**config.mk**
```make
export PLATFORM = sky130hd
export DESIGN_NAME = seg7_capture
export DESIGN_NICKNAME = d
export VERILOG_FILES = /design/src/rtl/seg7_pkg.sv /design/src/rtl/seg7_decode.sv /design/src/rtl/seg7_capture.sv
export SDC_FILE = /design/constraint.sdc
export NUM_CORES = 1
export LEC_CHECK = 0
export BUFFER_PORTS_ARGS = -buffer_cell sky130_fd_sc_hd__buf_2
export CAP_MARGIN = 20
export CORE_ASPECT_RATIO = 2
export CORE_MARGIN = 4
export CORE_UTILIZATION = 55
export CTS_CLUSTER_DIAMETER = 40
export DETAILED_ROUTE_END_ITERATION = 8
export HOLD_SLACK_MARGIN = 0.12
export MAX_ROUTING_LAYER = met4
export PLACE_DENSITY_LB_ADDON = 0.25
export SYNTH_ARGS = -nofsm -noshare
export SYNTH_HDL_FRONTEND = slang
export SYNTH_SLANG_ARGS = --single-unit
export TNS_END_PERCENT = 20
```
**constraint.sdc**
```tcl
create_clock -name clk -period 4.73 [get_ports clk]
set_input_delay 0.7095 -clock clk [delete_from_list [all_inputs] [get_ports clk]]
set_output_delay 0.7095 -clock clk [all_outputs]
set_load 0.1 [all_outputs]
```
**src/rtl/seg7_pkg.sv**
```systemverilog
// seg7_pkg: shared types and the active-low 7-segment decode table for the
// display snooper (seg7_capture). Segment bit order is bit6=a .. bit0=g.
package seg7_pkg;

  typedef logic [6:0] seg_pat_t;

  localparam seg_pat_t SEG_PAT_0 = 7'b0000001;
  localparam seg_pat_t SEG_PAT_1 = 7'b1001111;
  localparam seg_pat_t SEG_PAT_2 = 7'b0010010;
  localparam seg_pat_t SEG_PAT_3 = 7'b0000110;
  localparam seg_pat_t SEG_PAT_4 = 7'b1001100;
  localparam seg_pat_t SEG_PAT_5 = 7'b0100100;
  localparam seg_pat_t SEG_PAT_6 = 7'b0100000;
  localparam seg_pat_t SEG_PAT_7 = 7'b0001111;
  localparam seg_pat_t SEG_PAT_8 = 7'b0000000;
  localparam seg_pat_t SEG_PAT_9 = 7'b0000100;
  localparam seg_pat_t SEG_BLANK = 7'b1111111;

  typedef enum logic [1:0] {
    IDLE,
    SETTLE,
    LOCKED
  } cap_state_e;

  // Decode result. A blank pattern reports val=0; an unknown pattern
  // reports val=4'hF with err set.
  typedef struct packed {
    logic [3:0] val;
    logic       err;
    logic       blank;
  } seg_dec_t;

  function automatic seg_dec_t seg_decode(input seg_pat_t pat);
    seg_dec_t d;
    d.val   = 4'h0;
    d.err   = 1'b0;
    d.blank = 1'b0;
    case (pat)
      SEG_PAT_0: d.val = 4'd0;
      SEG_PAT_1: d.val = 4'd1;
      SEG_PAT_2: d.val = 4'd2;
      SEG_PAT_3: d.val = 4'd3;
      SEG_PAT_4: d.val = 4'd4;
      SEG_PAT_5: d.val = 4'd5;
      SEG_PAT_6: d.val = 4'd6;
      SEG_PAT_7: d.val = 4'd7;
      SEG_PAT_8: d.val = 4'd8;
      SEG_PAT_9: d.val = 4'd9;
      SEG_BLANK: d.blank = 1'b1;
      default: begin
        d.val = 4'hF;
        d.err = 1'b1;
      end
    endcase
    return d;
  endfunction

endpackage

```
**src/rtl/seg7_decode.sv**
```systemverilog
// seg7_decode: combinational active-low segment pattern -> {val, err, blank}.
module seg7_decode
  import seg7_pkg::*;
(
  input  logic [6:0] seg,
  output seg_dec_t   dec
);

  // Pure table lookup; the table lives in the package so the top and any
  // future users share one definition.
  always_comb begin
    dec = seg_decode(seg);
  end

endmodule

```
**src/rtl/seg7_capture.sv**
```systemverilog
// seg7_capture: snoops a multiplexed active-low 7-segment bus, debounces each
// (anode, pattern) pair, decodes it back to BCD, keeps per-digit shadow
// registers and reports every change through a 1-entry valid/ready register.
// Optional macro SEG7_CAP_SYNC_EN adds a 2-flop synchroniser ahead of the
// input register for asynchronous display buses (+2 edges of latency).
module seg7_capture
  import seg7_pkg::*;
#(
  parameter int NDIG          = 4,
  parameter int STABLE_CYCLES = 3,
  parameter int IDX_W         = $clog2(NDIG > 1 ? NDIG : 2)
) (
  input  logic                clk,
  input  logic                reset,
  input  logic [6:0]          seg_n,
  input  logic [NDIG-1:0]     an_n,
  output logic                out_valid,
  input  logic                out_ready,
  output logic [IDX_W-1:0]    out_idx,
  output logic [3:0]          out_val,
  output logic                out_err,
  output logic [4*NDIG-1:0]   digits,
  output logic [NDIG-1:0]     digit_ok,
  output logic                overflow,
  input  logic                ovf_clr
);

  localparam int CNT_W    = $clog2(STABLE_CYCLES + 1);
  localparam bit ONE_SHOT = (STABLE_CYCLES == 1);

  logic [NDIG-1:0] an_src;
  logic [6:0]      seg_src;
  logic [NDIG-1:0] an_q, an_prev;
  logic [6:0]      seg_q, seg_prev;

  cap_state_e      state;
  logic [CNT_W-1:0] cnt;

  logic            sel_ok;
  logic [IDX_W-1:0] idx;
  int              nlow;
  logic            same;
  logic            changed;
  logic            commit_now;
  logic            new_event;
  seg_dec_t        dec;

  seg_dec_t        last_dec [NDIG];
  logic [NDIG-1:0] seen;

`ifdef SEG7_CAP_SYNC_EN
  logic [NDIG-1:0] an_s1, an_s2;
  logic [6:0]      seg_s1, seg_s2;

  // Two-flop synchroniser; resets to the idle bus level (nothing lit).
  always_ff @(posedge clk or posedge reset) begin
    if (reset) begin
      an_s1  <= '1;
      an_s2  <= '1;
      seg_s1 <= '1;
      seg_s2 <= '1;
    end else begin
      an_s1  <= an_n;
      an_s2  <= an_s1;
      seg_s1 <= seg_n;
      seg_s2 <= seg_s1;
    end
  end

  assign an_src  = an_s2;
  assign seg_src = seg_s2;
`else
  assign an_src  = an_n;
  assign seg_src = seg_n;
`endif

  // Input register plus a copy of the previous sample for the stability test.
  always_ff @(posedge clk or posedge reset) begin
    if (reset) begin
      an_q     <= '1;
      seg_q    <= '1;
      an_prev  <= '1;
      seg_prev <= '1;
    end else begin
      an_q     <= an_src;
      seg_q    <= seg_src;
      an_prev  <= an_q;
      seg_prev <= seg_q;
    end
  end

  seg7_decode u_decode (
    .seg (seg_q),
    .dec (dec)
  );

  // One-hot-low anode -> digit index; zero or several low anodes is a blanking gap.
  always_comb begin
    nlow = 0;
    idx  = '0;
    for (int i = 0; i < NDIG; i++) begin
      if (!an_q[i]) begin
        nlow = nlow + 1;
        idx  = IDX_W'(i);
      end
    end
    sel_ok = (nlow == 1);
  end

  // Commit decision: the STABLE_CYCLES-th identical registered sample commits once.
  always_comb begin
    same       = (an_q == an_prev) && (seg_q == seg_prev);
    changed    = !seen[idx] || (last_dec[idx] != dec);
    commit_now = 1'b0;
    case (state)
      IDLE:    commit_now = sel_ok && ONE_SHOT;
      SETTLE:  commit_now = same ? ((int'(cnt) + 1) >= STABLE_CYCLES)
                                 : (sel_ok && ONE_SHOT);
      LOCKED:  commit_now = !same && sel_ok && ONE_SHOT;
      default: commit_now = 1'b0;
    endcase
    new_event = commit_now && changed;
  end

  // Debounce FSM; counter saturates at STABLE_CYCLES while LOCKED.
  always_ff @(posedge clk or posedge reset) begin
    if (reset) begin
      state <= IDLE;
      cnt   <= '0;
    end else begin
      case (state)
        IDLE: begin
          if (sel_ok) begin
            cnt   <= CNT_W'(1);
            state <= ONE_SHOT ? LOCKED : SETTLE;
          end
        end
        SETTLE: begin
          if (same) begin
            cnt <= cnt + CNT_W'(1);
            if ((int'(cnt) + 1) >= STABLE_CYCLES) state <= LOCKED;
          end else if (sel_ok) begin
            cnt   <= CNT_W'(1);
            state <= ONE_SHOT ? LOCKED : SETTLE;
          end else begin
            cnt   <= '0;
            state <= IDLE;
          end
        end
        LOCKED: begin
          if (!same) begin
            if (sel_ok) begin
              cnt   <= CNT_W'(1);
              state <= ONE_SHOT ? LOCKED : SETTLE;
            end else begin
              cnt   <= '0;
              state <= IDLE;
            end
          end
        end
        default: begin
          cnt   <= '0;
          state <= IDLE;
        end
      endcase
    end
  end

  // Per-digit shadow registers; these update on every commit even if the event is dropped.
  always_ff @(posedge clk or posedge reset) begin
    if (reset) begin
      digits   <= '0;
      digit_ok <= '0;
      seen     <= '0;
      for (int i = 0; i < NDIG; i++) last_dec[i] <= '0;
    end else if (commit_now) begin
      for (int i = 0; i < NDIG; i++) begin
        if (i == int'(idx)) begin
          seen[i]     <= 1'b1;
          last_dec[i] <= dec;
          if (dec.err) begin
            digits[4*i +: 4] <= 4'hF;
            digit_ok[i]      <= 1'b0;
          end else if (dec.blank) begin
            digit_ok[i]      <= 1'b0;
          end else begin
            digits[4*i +: 4] <= dec.val;
            digit_ok[i]      <= 1'b1;
          end
        end
      end
    end
  end

  // One-entry event register with sticky overflow for events that find it occupied.
  always_ff @(posedge clk or posedge reset) begin
    if (reset) begin
      out_valid <= 1'b0;
      out_idx   <= '0;
      out_val   <= '0;
      out_err   <= 1'b0;
      overflow  <= 1'b0;
    end else begin
      if (new_event && (!out_valid || out_ready)) begin
        out_valid <= 1'b1;
        out_idx   <= idx;
        out_val   <= dec.val;
        out_err   <= dec.err;
      end else if (out_valid && out_ready) begin
        out_valid <= 1'b0;
      end
      if (new_event && out_valid && !out_ready) begin
        overflow <= 1'b1;
      end else if (ovf_clr) begin
        overflow <= 1'b0;
      end
    end
  end

endmodule

```
---- After elaboration in Yosys (flattened, before gate mapping) ----
Index checks and enable logic that the tools add are counted.
W data, S select, Z words.
cells by class
  add/subtract/negate cells ............... 5
  magnitude comparators ................... 3
  equality and inequality tests ........... 23
  mux-type cells .......................... 33
  bitwise logic cells ..................... 1
  reductions and logical operators ........ 28
operator list
  kind                     number
  $add A32 B2 Y32 const B  3
  $mux W32                 3
  $pmux W4 S10             1
  $eq A32 B2 Y1 const B    1
  $eq A7 B7 Y1 const B     3
  $reduce_and A3 Y1        5
  $eq A7 B3 Y1 const B     2
  $eq A7 B6 Y1 const B     2
  $mux W1                  14
  $mux W2                  7
  $bmux W6 S2              1
  $mux W6                  2
  $pmux W2 S3              2
  $reduce_or A11 Y1        1
  $reduce_and A2 Y1        5
  $mux W4                  2
  $eq A7 B1 Y1 const B     1
  $eq A7 B4 Y1 const B     1
  $eq A7 B5 Y1 const B     1
  $eq A7 B7 Y1             1
  $logic_not A7 Y1         1
  $logic_and A1 B1 Y1      6
  $ne A2 B2 Y1 const B     3
  $ne A6 B6 Y1             1
  18 further kinds         24
storage, ports and cells
  bits in registers ....................... 83
  bits of input ports ..................... 15
  output and inout bits ................... 29
  logic and storage cells ................. 128

---- Longest topological paths before layout ----
Gate-level depths: netlist (run 1).
  depth after elaboration ................. 13
  depth in mapped cells ................... 13
  gate-level depth less buffers ........... 11

---- Cells and area by module ----
Synthesis (run 1) repeated with hierarchy kept, for this count alone.
unflattened totals
  cells, all modules ...................... 347
  area total of the unflattened synthesis .. 3985.1 um2
by module, submodules not included
  module        instances  cells each  area each (um2)  seq. area each (um2)
  seg7_capture  1          316         3782.4           2104.5
  seg7_decode   1          31          202.7            0.0

---- Worst setup path before layout (run 1) ----
OpenSTA, ideal clock, no wires.
  path kind ............................... flip-flop to flip-flop
  start ................................... register seg_q[5]
  end ..................................... register out_err
  library setup time ...................... 0.125 ns
  data arrival time ....................... 2.309 ns
  required time ........................... 4.605 ns
  slack ................................... 2.295 ns
  cell stages (with the launch flop) ...... 9
  path buffers ............................ 1
  clock period less this slack ............ 2.435 ns
  cell sequence ........................... dfstp_2 -> buf_6 -> and4b_4 -> o21a_1 -> or3_1 -> a211oi_2 -> nor2_1 -> o211ai_4 -> mux2_4
on the way
  cells in the longest elaborated chain, start to end .. 7
  elaborated cells on any way between the ends .. 24
  those cells by class .................... eq/ne: 12; mux: 5; reduce/logical: 7
RTL lines
  item                                                                           line                 RTL
  from (decl)                                                                    seg7_capture.sv:34   logic [6:0] seg_q, seg_prev;
  from (signal assigned)                                                         seg7_capture.sv:86   seg_q <= seg_src;
  $eq A7 B1 Y1 (tied with other cells)                                           seg7_pkg.sv:38       case (pat)
  $reduce_or A2 Y1 (no source line) / $reduce_or A11 Y1 (equally long branches)  n/a
  $pmux W4 S10 / $mux W1 (equally long branches)                                 seg7_pkg.sv:38
  $ne A6 B6 Y1                                                                   seg7_capture.sv:113  changed = !seen[idx] || (last_dec[idx] != dec);
  $logic_or A1 B1 Y1                                                             seg7_capture.sv:113
  $logic_and A1 B1 Y1                                                            seg7_capture.sv:122  new_event = commit_now && changed;
  $logic_and A1 B1 Y1                                                            seg7_capture.sv:204  if (new_event && (!out_valid || out_ready)) begin
  to (signal assigned)                                                           seg7_capture.sv:208  out_err <= dec.err;
  to (decl)                                                                      seg7_capture.sv:21   output logic out_err,
Parallel ways exist; a longest one is shown, timed or not.
A chain may end at the register's enable or synchronous reset.

---- Final worst setup path (run 1) ----
  start ................................... register seg_q[3]
  end ..................................... register out_val[1]
on the way
  cells in the longest elaborated chain, start to end .. 7
  elaborated cells on any way between the ends .. 24
  those cells by class .................... eq/ne: 12; mux: 5; reduce/logical: 7
RTL lines
  item                                                                           line                 RTL
  $eq A7 B1 Y1 (tied with other cells)                                           seg7_pkg.sv:38
  $reduce_or A2 Y1 (no source line) / $reduce_or A11 Y1 (equally long branches)  n/a
  $pmux W4 S10 / $mux W1 (equally long branches)                                 seg7_pkg.sv:38
  $ne A6 B6 Y1                                                                   seg7_capture.sv:113
  $logic_or A1 B1 Y1                                                             seg7_capture.sv:113
  $logic_and A1 B1 Y1                                                            seg7_capture.sv:122
  $logic_and A1 B1 Y1                                                            seg7_capture.sv:204
  to (signal assigned)                                                           seg7_capture.sv:207  out_val <= dec.val;
  to (decl)                                                                      seg7_capture.sv:20   output logic [3:0] out_val,
Parallel ways exist; a longest one is shown, timed or not.

==> results of run 1 <==
[layout make-up]
class / count / area, um2
Inverter: 15 / 57.6
Fill cell: 608 / 2520
Clock inverter: 3 / 45.0
Tap cell: 90 / 113
Timing Repair Buffer: 44 / 223
Clock buffer: 13 / 260
Multi-Input combinational cell: 238 / 1670
Sequential cell: 83 / 2100
[cells in the mapped netlist, types with 3 or more instances]
library cell / number / area [um2]
nand2_1: 27 / 101
nor2_1: 25 / 93.8
o32ai_1: 3 / 26.3
dfstp_2: 22 / 578
nand4_1: 4 / 25.0
nand3_1: 3 / 15.0
xor2_1: 12 / 105
xnor2_1: 4 / 35.0
a21o_1: 12 / 90.1
nor3b_1: 3 / 22.5
nand2b_1: 4 / 25.0
o21ai_0: 24 / 120
buf_6: 6 / 67.6
o22ai_1: 5 / 31.3
or2_2: 3 / 18.8
buf_2: 7 / 35.0
mux2_4: 6 / 90.1
a21oi_1: 19 / 95.1
a211oi_1: 3 / 22.5
mux2i_1: 9 / 90.1
o21ai_1: 3 / 15.0
nor3_1: 6 / 30.0
inv_1: 15 / 56.3
nor2b_1: 4 / 25.0
buf_4: 4 / 30.0
ha_1: 5 / 62.6
a22o_1: 4 / 35.0
mux2_2: 6 / 67.6
nand3_2: 3 / 30.0
dfrtp_1: 61 / 1530
o211ai_1: 3 / 22.5
[flip-flops by register name, indices dropped and copies added, names as in the netlist]
register	cells
last_dec	24
digits	16
seg_prev	7
seg_q	7
an_prev	4
an_q	4
digit_ok	4
out_val	4
seen	4
cnt	2
out_idx	2
state	2
out_err	1
out_valid	1
overflow	1
[routing by layer]
layer | vias up | share of wire [%] | global-route usage [%]
li1 | 1321 | - | -
met1 | 1342 | 42 | 27.4
met2 | 58 | 53 | 34.8
met3 | 15 | 3.4 | 2.89
met4 | 0 | 2.4 | 11.8
met5 | - | 0 | -
[logic make-up (layout without fill, tap and decap cells)]
| family | after synthesis | in the layout | share of synthesized area [%] |
|---|---|---|---|
| flops | 83 | 83 | 52.9 |
| mux | 21 | 21 | 6.22 |
| simple gates | 109 | 109 | 16.5 |
| fa+ha+maj | 5 | 5 | 1.57 |
| xor+xnor | 16 | 16 | 3.52 |
| buf+inv | 35 | 75 | 5.06 |
| compound gates | 87 | 87 | 14.2 |
[stage by stage]
stage / total power (W) / std cells / instance area, um2 / setup slack (ns) / utilization [%]
global placement: 0.000856 / 470 / 4170 / 1.72 / 59.6
floorplan: 0.000837 / 356 / 3980 / 1.92 / -
global route: 0.00162 / 486 / 4480 / 1.44 / 64.0
CTS: 0.00157 / 486 / 4480 / 1.69 / 64.0
finish: 0.00155 / 486 / 4480 / 1.70 / 64.0
detailed placement: 0.000859 / 470 / 4170 / 1.70 / 59.6
[worst min-delay path by stage]
stage	endpoint	slack, ns	depth (start not counted)
after global routing	an_prev[0]$_DFF_PP1_	0.40	0
after floorplan	an_prev[2]$_DFF_PP1_	0.35	0
after CTS	an_prev[0]$_DFF_PP1_	0.39	0
final	an_prev[0]$_DFF_PP1_	0.39	0
after global placement	an_prev[0]$_DFF_PP1_	0.38	0
after detailed placement	an_prev[0]$_DFF_PP1_	0.39	0
[power breakdown]
part / total [W] / internal (W) / leakage [nW] / switching, W
Clock: 0.000707 / 0.000439 / 0.150 / 0.000268
Sequential: 0.000757 / 0.000733 / 1.07 / 0.0000245
Combinational: 0.0000894 / 0.0000329 / 1.05 / 0.0000565
Total: 0.00155 / 0.00120 / 2.27 / 0.000349
==> run_results.csv, run 1 <==
group,metric,value,unit
cts,cts_num_sinks,83,
synthesis,synth_area,0.00398,mm2
critical_path,r2r_setup_slack,1.70,ns
cells_and_area,final_net_count,411,
grt,grt_overflow,0,
floorplanning,rows,43,
cells_and_area,area_delta_synth_final,12.5,%
worst_hold_path,min-delay-path-class,"reg -> reg",
sta,whs,0.393,ns
worst_hold_path,min_from,"an_q[0]$_DFF_PP1_",
synthesis,synth_cells,356,
cells_and_area,layout_common_cells,"dfrtp_1 (61), buf_2 (43), nand2_1 (27)",
critical_path,critPathKind,"reg -> reg",
synthesis,ys_seq_area_share,52.9,%
sta,setup_viol,0,
sta,worstMarginPinSlew,0.825,ns
grt,grt_max_degree,45,
cts,ctsResizeCount,0,
sta,max_freq,330,MHz
cells_and_area,antenna_cells,0,
floorplanning,fp.dieH,128,um
critical_path,reg2reg_to,"out_val[1]$_DFFE_PP0P_",
detailed_routing,via_count,2736,
detailed_routing,drt_pre_antenna_iters,5,
detailed_routing,via_per_inst,5.63,
critical_path,crit_chain,"and4_1, nand4_1, and3_1, and2_0, nor2_1, inv_1, mux2_4",
place,gp_congestion,0.864,
sta,setup_tns,0,ns
critical_path,critical_path.max_stage_delay,0.63,ns
sta,rsz0062_at_grt,"no",
critical_path,end_kind,"flip-flop",
synthesis,yosys_most_used_dff,"dfrtp_1",
floorplanning,dieWidth,68.2,um
cts,clockRootBuffer,"clkbuf_16",
pwr,leakagePower,2.27,nW
sta,hold_violations,0,
synthesis,avgSynthCellArea,11.2,um2
floorplanning,dieArea,0.00874,mm2
cts,postCtsSetupBuffers,0,
grt,antenna_found_initial,0,
detailed_routing,drc,0,
cts,postCtsHoldBufs,0,
cells_and_area,mostFrequentLayoutCell,"dfrtp_1",
critical_path,startpoint,"seg_q[3]$_DFF_PP1_",
grt,grt_first_pass_wirelength,14000,um
job,drv_cap,0,
cts,cts_max_path_buffers,2,
synthesis,ys_ff_latch,83,
detailed_routing,first_iter_violations,111,
cts,htree_levels,3,
detailed_routing,wirelength,8170,um
critical_path,required,4.96,ns
critical_path,crit_fanout,11,
critical_path,arrival,3.26,ns
cts,clk_pin_slew_worst_paths,0.06,ns
cts,clk_latency,0.34,ns
synthesis,synth_edf_count,0,
critical_path,cp.depth,7,
detailed_routing,post_drt_wl_per_cell,16.8,um
place,dp.final_hpwl,6020,um
pwr,vdd_ir_drop_max,0.285,mV
critical_path,slowest_stage,"dfstp_2",
sta,finalCriticalPeriod,3.03,ns
sta,fin_crit_sh,64.1,%
synthesis,ys_types,63,
synthesis,syn_nets,376,
pwr,powerDensity,347,mW/mm2
synthesis,synthArstFlopShare,100,%
floorplanning,start_util,56.9,%
synthesis,ys_warn_count,0,
status,outcome,"finished clean",
grt,track_usage,22.2,%
floorplanning,io_pins,44,
floorplanning,coreArea,0.00699,mm2
sta,fin_skew,0.00472,ns
critical_path,path_buf_inv,1,
sta,slew_viol_final,0,
critical_path,crit_path_start_kind,"flip-flop",
critical_path,endpoint,"out_val[1]$_DFFE_PP0P_",
cells_and_area,layout-drive-gt1-share,28.8,%
critical_path,reg2reg_from,"seg_q[3]$_DFF_PP1_",
critical_path,critPathTopFamily,"simple AND/OR/NAND/NOR gates",
cts,cts_buffers,9,
detailed_routing,ant_nets,0,
sta,slew-limit-headroom,44.6,%
critical_path,reg2regPathDepth,7,
grt,grt_pass1_vias,2799,
cts,cts_tree,"built",
place,portBuffers,43,
Note: power is estimated with default switching activity, not from simulation.
==> run 2, diff against run 1 <==
ABC_AREA = 1   (was unset)
clock period = 2.9 ns   (was 4.73 ns; I/O delays follow)
==> run_results.csv, run 2 <==
group,metric,value,unit
cells_and_area,antenna_cells,0,
place,portBuffers,43,
synthesis,ys_types,38,
cts,clk_latency,0.34,ns
cts,ctsResizeCount,0,
grt,grt_pass1_vias,3212,
cts,cts_num_sinks,83,
synthesis,synth_top_area_share,38.1,%
floorplanning,dieWidth,68.3,um
place,dp.final_hpwl,6950,um
sta,finalCriticalPeriod,2.45,ns
synthesis,ys_ff_latch,83,
synthesis,synth_edf_count,0,
critical_path,critical_path.max_stage_delay,0.60,ns
sta,setup_tns,0,ns
synthesis,synth_area,0.00400,mm2
detailed_routing,first_iter_violations,178,
floorplanning,start_util,57.2,%
sta,worstMarginPinSlew,0.516,ns
synthesis,yosys-top-cells-count,"nand2_1 (125), dfrtp_1 (61), inv_1 (37)",
detailed_routing,wirelength,9000,um
critical_path,crit_path_start_kind,"flip-flop",
cts,htree_levels,3,
cells_and_area,layout-drive-gt1-share,27.6,%
cts,cts_tree,"built",
critical_path,r2r_setup_slack,0.45,ns
synthesis,synth.area.top_cells,"dfrtp_1 (38%), dfstp_2 (14%), nand2_1 (12%)",
cells_and_area,largest-register,"last_dec",
critical_path,end_kind,"flip-flop",
sta,slew_viol_final,0,
synthesis,syn_nets,467,
synthesis,synthArstFlopShare,100,%
synthesis,ys_warn_count,0,
cts,postCtsSetupBuffers,0,
critical_path,critPathKind,"reg -> reg",
synthesis,synth_cells,447,
floorplanning,fp.dieH,129,um
pwr,power.total,0.00259,W
sta,fin_crit_sh,84.4,%
grt,track_usage,24.0,%
cells_and_area,reg_top3,"last_dec x24, digits x16",
status,outcome,"finished clean",
grt,grt_max_degree,31,
floorplanning,coreArea,0.00699,mm2
critical_path,crit_chain,"inv_2, ha_1, xnor2_1, ha_1, nand2_1, xnor2_1, nand3_1, inv_1, o21ai_0, inv_1, o2bb2ai_1",
sta,slew-limit-headroom,65.6,%
pwr,powerDensity,563,mW/mm2
cells_and_area,utilization,65.8,%
sta,fin_skew,0.00413,ns
grt,antenna_found_initial,0,
detailed_routing,post_drt_wl_per_cell,15.3,um
grt,grt_overflow,0,
detailed_routing,ant_nets,0,
cells_and_area,mostFrequentLayoutCell,"nand2_1",
synthesis,synth_area_leader_cell,"dfrtp_1",
pwr,leakagePower,2.42,nW
floorplanning,rows,43,
cells_and_area,regArea,0.00210,mm2
synthesis,yosysMostFrequentCell,"nand2_1",
grt,grt_first_pass_wirelength,15100,um
floorplanning,dieArea,0.00879,mm2
cells_and_area,final_net_count,515,
sta,max_freq,409,MHz
synthesis,avgSynthCellArea,8.95,um2
critical_path,required,3.12,ns
cells_and_area,area_delta_synth_final,15.0,%
worst_hold_path,min-delay-path-class,"in -> async",
cells_and_area,largest_reg_flops,24,
cts,clk_pin_slew_worst_paths,0.06,ns
job,drv_cap,0,
sta,whs,0.121,ns
synthesis,ys_seq_area_share,52.6,%
cts,cts_max_path_buffers,2,
cts,cts_buffers,9,
sta,hold_violations,0,
critical_path,arrival,2.66,ns
sta,setup_viol,0,
detailed_routing,via_count,3121,
cts,postCtsHoldBufs,0,
critical_path,crit_fanout,5,
sta,rsz0062_at_grt,"no",
place,gp_congestion,0.965,
critical_path,slowest_stage,"dfstp_2",
pwr,vdd_ir_drop_max,0.577,mV
detailed_routing,via_per_inst,5.29,
cells_and_area,multi_input_area,0.00167,mm2
cts,clockRootBuffer,"clkbuf_16",
detailed_routing,drt_pre_antenna_iters,4,
cells_and_area,fillers,595,
detailed_routing,drc,0,
cells_and_area,layout_common_cells,"nand2_1 (125), dfrtp_1 (61), buf_2 (43)",
floorplanning,io_pins,44,
synthesis,yosys_most_used_dff,"dfrtp_1",
[run 2: metal layers]
metal / track usage [%] / vias to the layer above / part of all wire (%)
li1: - / 1527 / -
met1: 25.5 / 1506 / 38
met2: 40.1 / 65 / 55
met3: 5.41 / 23 / 2.4
met4: 12.7 / 0 / 4.3
met5: - / - / 0
[run 2: cell families (layout without fill, tap and decap cells)]
| family | after synthesis | after routing | share of synthesized area [%] |
|---|---|---|---|
| adder cells (fa/ha/maj) | 5 | 5 | 1.56 |
| multiplexers | 2 | 2 | 0.532 |
| buffers and inverters | 55 | 108 | 5.72 |
| AND/OR/NAND/NOR | 228 | 228 | 28.8 |
| AO/OA/AOI/OAI | 62 | 62 | 8.19 |
| flip-flops | 83 | 83 | 52.6 |
| XOR/XNOR | 12 | 12 | 2.63 |
[run 2: layout make-up]
type,instances,share of cell area (%)
flip-flops and latches,83,45.7
repair buffers,45,5.00
well taps,90,2.45
clock inverters,5,1.11
inverters,47,3.97
multi-input cells,309,36.2
clock buffers,11,5.49
[run 2: worst max-delay path, delay by kind of cell (launching register included)]
family,cells,cell delay [ns]
buf+inv,3,0.23
fa+ha+maj,2,0.50
simple gates,2,0.16
xor+xnor,2,0.38
flops,1,0.60
compound gates,2,0.46
[run 2: final timing paths]
path                              startpoint                endpoint  depth (start not counted)
max                        an_q[1]$_DFF_PP1_    state[0]$_DFFE_PP0P_                         11
min in group clk                    seg_n[6]      seg_q[6]$_DFF_PP1_                          1
min                                    reset  out_idx[0]$_DFFE_PP0P_                          2
max in group asynchronous              reset    an_prev[3]$_DFF_PP1_                          3
max reg2reg                an_q[1]$_DFF_PP1_    state[0]$_DFFE_PP0P_                         11
min reg2reg                an_q[0]$_DFF_PP1_    an_prev[0]$_DFF_PP1_                          0
[run 2: through the flow]
stage          setup WS (ns)  cell area (um2)  std cells
6_report               0.453             4600        590
5_1_grt                0.292             4600        590
4_1_cts                0.478             4600        590
3_5_place_dp           0.480             4300        574
3_3_place_gp           0.573             4300        574
2_1_floorplan          0.365             4000        447
[run 2: power breakdown]
group | switching [W] | leakage, nW | internal (W)
Sequential | 0.0000384 | 1.08 | 0.00120
Combinational | 0.000136 | 1.19 | 0.0000664
Clock | 0.000440 | 0.149 | 0.000707
==> run 3, diff against run 2 <==
CORE_UTILIZATION = 53   (was 55)
clock period = 2.2 ns   (was 2.9 ns; I/O delays follow)
==> run_results.csv, run 3 (synthesized netlist as in run 2, its figures left out) <==
group,metric,value,unit
status,outcome,"finished clean",
grt,grt_overflow,0,
floorplanning,dieArea,0.00909,mm2
sta,rsz0062_at_grt,"yes",
cts,clockRootBuffer,"clkbuf_16",
sta,finalCriticalPeriod,2.17,ns
detailed_routing,drc,0,
cts,htree_levels,3,
critical_path,crit_path_start_kind,"flip-flop",
cts,cts_tree,"built",
pwr,powerDensity,709,mW/mm2
place,gp_congestion,0.882,
critical_path,required,2.47,ns
cts,cts_max_path_buffers,2,
sta,fin_ws,0.0313,ns
cells_and_area,fillers,529,
cells_and_area,layout_common_cells,"nand2_1 (113), dfrtp_1 (61), buf_2 (43)",
cells_and_area,antenna_cells,0,
sta,fin_skew,0.00650,ns
detailed_routing,drt_pre_antenna_iters,4,
grt,antenna_found_initial,0,
cells_and_area,postLayoutCellArea,0.00529,mm2
detailed_routing,wirelength,10500,um
pwr,vdd_ir_drop_max,0.616,mV
place,portBuffers,43,
grt,grt_pass1_vias,3422,
cells_and_area,mostFrequentLayoutCell,"nand2_1",
floorplanning,io_pins,44,
pwr,power.total,0.00375,W
critical_path,crit_fanout,7,
detailed_routing,first_iter_violations,176,
place,dp.final_hpwl,7270,um
cells_and_area,reg_top3,"last_dec x24, digits x16",
cts,clk_pin_slew_worst_paths,0.06,ns
floorplanning,rows,44,
cells_and_area,largest_reg_flops,24,
cells_and_area,largest-register,"last_dec",
worst_hold_path,min-delay-path-class,"in -> reg",
grt,grt_first_pass_wirelength,16300,um
floorplanning,coreArea,0.00732,mm2
place,place_area,0.00450,mm2
detailed_routing,ant_nets,0,
cells_and_area,multi_input_area,0.00186,mm2
detailed_routing,post_drt_wl_per_cell,16.3,um
sta,hold_violations,0,
detailed_routing,via_count,3377,
cells_and_area,utilization,72.2,%
critical_path,end_kind,"flip-flop",
cts,clk_latency,0.34,ns
detailed_routing,via_per_inst,5.22,
sta,max_freq,461,MHz
critical_path,arrival,2.44,ns
job,drv_cap,0,
sta,fin_crit_sh,98.6,%
cells_and_area,final_net_count,570,
sta,worstMarginPinSlew,0.490,ns
floorplanning,dieWidth,69.4,um
pwr,leakagePower,2.72,nW
cells_and_area,regArea,0.00210,mm2
sta,slew-limit-headroom,67.6,%
sta,slew_viol_final,0,
grt,grt_max_degree,69,
place,post-place-ws,-0.167,ns
grt,track_usage,23.9,%
floorplanning,fp.dieH,131,um
cts,cts_num_sinks,83,
cts,cts_buffers,9,
cells_and_area,layout-drive-gt1-share,38.9,%
sta,whs,0.227,ns
sta,setup_viol,0,
critical_path,critPathKind,"reg -> reg",
floorplanning,start_util,54.6,%
cells_and_area,area_delta_synth_final,32.2,%
==> run 3: changes by cell type in the layout (fill, tap and decap cells not counted), sizes merged <==
cell and change:
buf +41, dlygate4sd3 +12, clkinv -3, bufinv +2, clkinvlp +2, nand3 +2, clkbuf -1
==> run 3: path summary, 6_finish.rpt <==
| path | slack [ns] | startpoint | end | depth (start not counted) |
|---|---|---|---|---|
| worst max-delay path | 0.03 | an_q[1]$_DFF_PP1_ | out_val[3]$_DFFE_PP0P_ | 14 |
| worst min-delay path | 0.23 | ovf_clr | overflow$_DFFE_PP0P_ | 4 |
| worst max register to register | 0.03 | an_q[1]$_DFF_PP1_ | out_val[3]$_DFFE_PP0P_ | 14 |
| worst min register to register | 0.40 | seg_q[6]$_DFF_PP1_ | seg_prev[6]$_DFF_PP1_ | 0 |
| max in group asynchronous | 0.99 | reset | seg_q[6]$_DFF_PP1_ | 4 |
| min in group asynchronous | 0.52 | reset | digit_ok[2]$_DFFE_PP0P_ | 3 |
==> run 3: repair_timing <==
item / in CTS / in global routing
gates cloned: 0 / 2
hold buffers: 12 / 0
resized for setup: 5 / 45
endpoints found under the hold margin: 15 / 0
setup endpoints to repair: 12 / 45
pin swaps: 0 / 33
setup buffers: 0 / 16
==> run 3: through the flow <==
stage	TNS [ns]	instances
after CTS	0	629
after detailed placement	-1.74	601
final	0	647
after floorplan	0	447
after global routing	-1.07	647
after global placement	-0.782	601
==> run 3: cell type report <==
class                   instances  share of cell area [%]
multi-input cells             311                    35.1
well taps                      92                    2.18
clock buffers                  10                    4.33
flip-flops and latches         83                    39.8
clock inverters                 6                    2.15
repair buffers                 98                    12.9
inverters                      47                    3.60
==> run 3: power breakdown <==
part           internal [W]  total, W  switching (W)
registers           0.00158   0.00163      0.0000454
logic              0.000162  0.000401       0.000240
clock network       0.00111   0.00172       0.000611
==> run 3: worst max-delay path: stages (launching register included) <==
cell     delay [ns]
dfstp_2        0.60
inv_4          0.06
buf_6          0.13
a21oi_4        0.23
buf_6          0.13
o21ai_2        0.05
nand2_1        0.08
nand2_1        0.05
nand2_1        0.10
nand3_2        0.09
nor2_4         0.18
nand3_4        0.13
nand3_4        0.14
nand2_1        0.07
nand2_1        0.06
==> run 3: layer usage <==
metal / part of all wire, % / GRT usage, %
met5: 0 / -
met4: 4.5 / 13.7
met3: 2.7 / 4.06
met2: 57 / 44.9
met1: 36 / 22.6
